### src/rtl/demux_1x8_reg_n_pkg.sv
// Shared constants and FSM encoding for the registered 1-to-8 demultiplexer.
package demux_1x8_reg_n_pkg;

  localparam int SLOT_COUNT = 8;
  localparam int PTR_W      = 3;

  // Slots idle at all ones; replicate this bit to the slot width.
  localparam logic IDLE_BIT = 1'b1;

  typedef enum logic [1:0] {
    EMPTY   = 2'b00,
    FILLING = 2'b01,
    FULL    = 2'b10
  } state_t;

endpackage

### src/rtl/demux_1x8_reg_n_if.sv
// Write-side bus of the demux: input word stream plus parallel slot and status outputs.
interface demux_1x8_reg_n_if #(parameter int BITS = 4);

  logic            write_en;
  logic            addr_mode;
  logic [2:0]      SEL;
  logic [BITS-1:0] D_IN;
  logic [BITS-1:0] Q0, Q1, Q2, Q3, Q4, Q5, Q6, Q7;
  logic [2:0]      ptr;
  logic            full;
  logic            done;
  logic            overflow;

  modport master (
    output write_en, addr_mode, SEL, D_IN,
    input  Q0, Q1, Q2, Q3, Q4, Q5, Q6, Q7, ptr, full, done, overflow
  );

  modport slave (
    input  write_en, addr_mode, SEL, D_IN,
    output Q0, Q1, Q2, Q3, Q4, Q5, Q6, Q7, ptr, full, done, overflow
  );

endinterface

### src/rtl/demux_1x8_reg_n_counter.sv
// Modulo-8 auto-fill pointer with synchronous reset/clear, enable and terminal count.
module counter_mod8_en
  import demux_1x8_reg_n_pkg::*;
(
  input  logic             clock,
  input  logic             reset,
  input  logic             clear,
  input  logic             en,
  output logic [PTR_W-1:0] count,
  output logic             tc
);

  always_ff @(posedge clock) begin
    if (reset || clear)
      count <= '0;
    else if (en)
      count <= count + 1'b1;
  end

  assign tc = (count == PTR_W'(SLOT_COUNT - 1));

endmodule

### src/rtl/demux_1x8_reg_n.sv
// Registered 1-to-8 demux: stores words into eight slots by auto pointer or explicit SEL.
// state   | meaning
// EMPTY   | no auto writes since reset/clear, ptr = 0
// FILLING | 1..7 slots auto-written, ptr = next slot
// FULL    | all eight slots auto-written; auto writes rejected until clear/reset
module demux_1x8_reg_n
  import demux_1x8_reg_n_pkg::*;
#(
  parameter int BITS = 4
) (
  input  logic clock,
  input  logic reset,
  input  logic clear,
  demux_1x8_reg_n_if.slave bus
);

  state_t                 state_q, state_d;
  logic [PTR_W-1:0]       ptr_q;
  logic                   ptr_tc;
  logic                   auto_wr, auto_accept;
  logic [PTR_W-1:0]       wr_addr;
  logic [SLOT_COUNT-1:0]  slot_we;
  logic                   done_d, ovf_d;
  logic                   done_q, ovf_q;
  logic [BITS-1:0]        slot_q [SLOT_COUNT];

  assign auto_wr     = bus.write_en && !bus.addr_mode && !clear;
  assign auto_accept = auto_wr && (state_q != FULL);

  counter_mod8_en u_ptr (
    .clock (clock),
    .reset (reset),
    .clear (clear),
    .en    (auto_accept),
    .count (ptr_q),
    .tc    (ptr_tc)
  );

  always_ff @(posedge clock) begin
    if (reset || clear)
      state_q <= EMPTY;
    else
      state_q <= state_d;
  end

  always_comb begin
    state_d = state_q;
    case (state_q)
      EMPTY:   if (auto_accept) state_d = FILLING;
      FILLING: if (auto_accept && ptr_tc) state_d = FULL;
      FULL:    state_d = FULL;
      default: state_d = EMPTY;
    endcase
  end

  always_comb begin
    wr_addr = bus.addr_mode ? bus.SEL : ptr_q;
    done_d  = auto_accept && ptr_tc;
    ovf_d   = auto_wr && (state_q == FULL);
    slot_we = '0;
    if (bus.write_en && !clear && (bus.addr_mode || state_q != FULL))
      slot_we[wr_addr] = 1'b1;
  end

  always_ff @(posedge clock) begin
    if (reset || clear) begin
      done_q <= 1'b0;
      ovf_q  <= 1'b0;
    end else begin
      done_q <= done_d;
      ovf_q  <= ovf_d;
    end
  end

  for (genvar i = 0; i < SLOT_COUNT; i++) begin : g_slot
    always_ff @(posedge clock) begin
      if (reset || clear)
        slot_q[i] <= {BITS{IDLE_BIT}};
      else if (slot_we[i])
        slot_q[i] <= bus.D_IN;
    end
  end

  assign bus.Q0       = slot_q[0];
  assign bus.Q1       = slot_q[1];
  assign bus.Q2       = slot_q[2];
  assign bus.Q3       = slot_q[3];
  assign bus.Q4       = slot_q[4];
  assign bus.Q5       = slot_q[5];
  assign bus.Q6       = slot_q[6];
  assign bus.Q7       = slot_q[7];
  assign bus.ptr      = ptr_q;
  assign bus.full     = (state_q == FULL);
  assign bus.done     = done_q;
  assign bus.overflow = ovf_q;

endmodule

### src/flat_wrapper.sv
// flat-port wrapper written by rule: the top's interface ports become plain ports
module demux_1x8_reg_n_flat import demux_1x8_reg_n_pkg::*;
#(
  parameter int BITS = 4
)
  (clock, reset, clear, bus_write_en, bus_addr_mode, bus_SEL, bus_D_IN, bus_Q0, bus_Q1, bus_Q2, bus_Q3, bus_Q4, bus_Q5, bus_Q6, bus_Q7, bus_ptr, bus_full, bus_done, bus_overflow);
  demux_1x8_reg_n_if #(.BITS(BITS)) bus_i ();
  input  logic clock;
  input  logic reset;
  input  logic clear;
  input wire logic [$bits(bus_i.write_en)-1:0] bus_write_en;
  input wire logic [$bits(bus_i.addr_mode)-1:0] bus_addr_mode;
  input wire logic [$bits(bus_i.SEL)-1:0] bus_SEL;
  input wire logic [$bits(bus_i.D_IN)-1:0] bus_D_IN;
  output wire logic [$bits(bus_i.Q0)-1:0] bus_Q0;
  output wire logic [$bits(bus_i.Q1)-1:0] bus_Q1;
  output wire logic [$bits(bus_i.Q2)-1:0] bus_Q2;
  output wire logic [$bits(bus_i.Q3)-1:0] bus_Q3;
  output wire logic [$bits(bus_i.Q4)-1:0] bus_Q4;
  output wire logic [$bits(bus_i.Q5)-1:0] bus_Q5;
  output wire logic [$bits(bus_i.Q6)-1:0] bus_Q6;
  output wire logic [$bits(bus_i.Q7)-1:0] bus_Q7;
  output wire logic [$bits(bus_i.ptr)-1:0] bus_ptr;
  output wire logic [$bits(bus_i.full)-1:0] bus_full;
  output wire logic [$bits(bus_i.done)-1:0] bus_done;
  output wire logic [$bits(bus_i.overflow)-1:0] bus_overflow;
  assign bus_i.write_en = bus_write_en;
  assign bus_i.addr_mode = bus_addr_mode;
  assign bus_i.SEL = bus_SEL;
  assign bus_i.D_IN = bus_D_IN;
  assign bus_Q0 = bus_i.Q0;
  assign bus_Q1 = bus_i.Q1;
  assign bus_Q2 = bus_i.Q2;
  assign bus_Q3 = bus_i.Q3;
  assign bus_Q4 = bus_i.Q4;
  assign bus_Q5 = bus_i.Q5;
  assign bus_Q6 = bus_i.Q6;
  assign bus_Q7 = bus_i.Q7;
  assign bus_ptr = bus_i.ptr;
  assign bus_full = bus_i.full;
  assign bus_done = bus_i.done;
  assign bus_overflow = bus_i.overflow;
  demux_1x8_reg_n #(.BITS(BITS)) u_core (.clock(clock), .reset(reset), .clear(clear), .bus(bus_i));
endmodule
### config.mk
export PLATFORM = sky130hd
export DESIGN_NAME = demux_1x8_reg_n_flat
export DESIGN_NICKNAME = d
export VERILOG_FILES = /design/src/rtl/demux_1x8_reg_n_pkg.sv /design/src/rtl/demux_1x8_reg_n_if.sv /design/src/rtl/demux_1x8_reg_n_counter.sv /design/src/rtl/demux_1x8_reg_n.sv /design/src/flat_wrapper.sv
export SDC_FILE = /design/constraint.sdc
export NUM_CORES = 1
export LEC_CHECK = 0
export CORE_MARGIN = 2
export CORE_UTILIZATION = 48
export CTS_BUF_LIST = sky130_fd_sc_hd__clkbuf_16
export CTS_CLUSTER_DIAMETER = 100
export DETAILED_ROUTE_END_ITERATION = 10
export GPL_TIMING_DRIVEN = 0
export PLACE_DENSITY = 0.81
export SLEW_MARGIN = 20
export SYNTH_ARGS = -nofsm -noshare
export SYNTH_HDL_FRONTEND = slang
export SYNTH_SLANG_ARGS = --single-unit
### constraint.sdc
create_clock -name clock -period 2.4 [get_ports clock]
set_input_delay 0.48 -clock clock [delete_from_list [all_inputs] [get_ports clock]]
set_output_delay 0.48 -clock clock [all_outputs]
set_load 0.03 [all_outputs]
==> metrics.cfg <==
[run_status]
status=finished clean

[sta]
relSlewSlack=0.518
finClkSkew_ns=0.00364
slew_viol_final=0
max_freq_ghz=0.439
worst_slew_pin_slew_ns=0.720
final.min_clock_period_ns=2.28
setup_viol=0
rsz0062_at_grt=no
hold_violations=0
post-route-period-util=0.949

[cells_and_area]
diodes=0
layout_common_cells=clkdlybuf4s50_1 (49), nand2_1 (37), edfxtp_1 (32), or2_1 (8), dfxtp_1 (7)
nets=215
layout_commonest_cell=clkdlybuf4s50_1
design_area_mm2=0.00259
area_delta_synth_final_pct=39.9
fillerInstances=244
utilization=0.703
drive_gt1_frac=0.116

[yosys]
ys_types=28
syn-num-nets=159
synth-seq-cells=39
synth_edf_count=32
synthArstFlopShare=0
ys_seq_area_frac=0.594
yosysWarnings=0
netlist_area_mm2=0.00185
dominantRegCellSynth=edfxtp_1
avgSynthCellArea_um2=13.2
syn_inst=141

[clocking]
clk_path_buf_depth=2
h-tree-depth=2
ctsResizeCount=0
cts_buffers=5
holdBufCountCts=0
insertion_delay_ns=0.28
post-cts-setup-buffers=0
cts_tree=built
clockRootBuffer=clkbuf_16
numClockSinks=39
path_clk_slew_ns=0.05

[power_and_ir_drop]
peakVddDrop_mv=0.407
power.leakage_uw=0.000817
pwr_density_cell_mw_per_mm2=647
p_total_uw=1680

[drt]
viasPerCell=5.28
wl_per_cell_um=14.8
detail-route-antenna-nets=0
wirelength_um=3640
drc=0
vias=1300
drtPass1Iterations=4
drtIter0Drc=78

[global_route]
grt.overflow.total=0
grt_usage=0.189
antenna_found_initial=0
grt_pass1_wl_um=6040
grt_pass1_vias=1283
grt_start_max_net_pins=13

[floorplanning]
dieArea_mm2=0.00438
ioPinCount=50
core.rowCount=22
core_area_mm2=0.00369
die_w_um=66.2
die_y_um=66.2
start_util=0.503

[place]
port_buffers=49
dp_hpwl_um=2700
placement.cell_area_mm2=0.00240
gp_congestion=0.812

[critical_path]
path_class=flop to output port
worst_setup_path_end_kind=output port
crit_fanout=6
cp.arrival_ns=1.80
cp.required_ns=1.92
critPathLaunchType=flop

[hold_path]
hold_path_class=flop to flop

[flow_run]
cap_violations=0

cells by family (layout without fill, tap and decap cells):
family / after synthesis / after routing / synth area share
AO/OA/AOI/OAI: 16 / 16 / 0.128
XOR/XNOR: 1 / 1 / 0.00472
buffers and inverters: 7 / 64 / 0.0189
adder cells (fa/ha/maj): 6 / 6 / 0.0405
flip-flops: 39 / 39 / 0.594
AND/OR/NAND/NOR: 72 / 72 / 0.214
cell usage after synthesis (2+ instances only):
library cell	n	area, µm²
nand3b_1	3	22.5
edfxtp_1	32	961
nand2_1	37	139
nor3b_1	2	15.0
a221oi_2	2	30.0
or3b_1	3	26.3
or2_1	8	50.1
inv_1	3	11.3
a31oi_1	4	25.0
a221oi_4	6	158
dfxtp_1	7	140
or3_4	2	22.5
a21oi_1	2	10.0
clkbuf_1	2	7.51
nand2b_1	3	18.8
nand3_1	3	15.0
nor2_1	5	18.8
o211ai_1	2	15.0
ha_1	6	75.1
sequential cells by signal, summed over array words and instances (netlist names):
register,cells
u_core.u_ptr.count,3
u_core.bus.overflow,1
u_core.state_q,2
u_core.bus.done,1
u_core.slot_q,32
area by class of cell:
| type | count | area (µm²) | share of cell area |
|---|---|---|---|
| Sequential cell | 39 | 1100 | 0.425 |
| Timing Repair Buffer | 49 | 490 | 0.189 |
| Clock buffer | 5 | 125 | 0.0482 |
| Inverter | 3 | 11.3 | 0.00434 |
| Multi-Input combinational cell | 95 | 718 | 0.277 |
| Buffer | 4 | 23.8 | 0.00917 |
| Tap cell | 48 | 60.1 | 0.0232 |
| Clock inverter | 3 | 63.8 | 0.0246 |
where the power goes:
part | switching (µW) | internal (µW) | total [µW]
logic | 67.0 | 44.8 | 112
clock network | 240 | 591 | 831
registers | 2.04 | 733 | 735
worst max-delay path: stages (launching register included):
cell	delay (ns)
dfxtp_1	0.34
inv_1	0.11
ha_1	0.33
clkdlybuf4s50_1	0.73
per-stage QoR:
stage	std cells	setup TNS, ns	hold WS (ns)	worst slack [ns]
after floorplan	141	0	0.517	0.257
after global placement	238	-0.201	0.539	-0.0256
after detailed placement	238	-2.33	0.535	-0.0655
after CTS	246	0	0.553	0.121
after global routing	246	0	0.592	0.0335
final	246	0	0.556	0.122
worst paths after layout:
kind                                      startpoint                            endpoint  slack, ns  depth (start not counted)
setup / recovery      u_core.state_q[0]$_SDFFE_PP0P_                            bus_full       0.12                          3
setup reg to reg      u_core.state_q[0]$_SDFFE_PP0P_  u_core.slot_q[1][14]$_SDFFCE_PN1P_       0.20                          5
hold reg to reg   u_core.u_ptr.count[2]$_SDFFE_PP0P_  u_core.u_ptr.count[2]$_SDFFE_PP0P_       0.56                          2
hold / removal    u_core.u_ptr.count[2]$_SDFFE_PP0P_  u_core.u_ptr.count[2]$_SDFFE_PP0P_       0.56                          2
routing by layer:
layer  vias up  wire length, µm  track usage
met4         0               36       0.0816
met5         -                0            0
met1       604             1460        0.221
li1        632                -            -
met2        60             1830        0.314
met3         4              319       0.0630
Power figures use the tool's default switching activity.
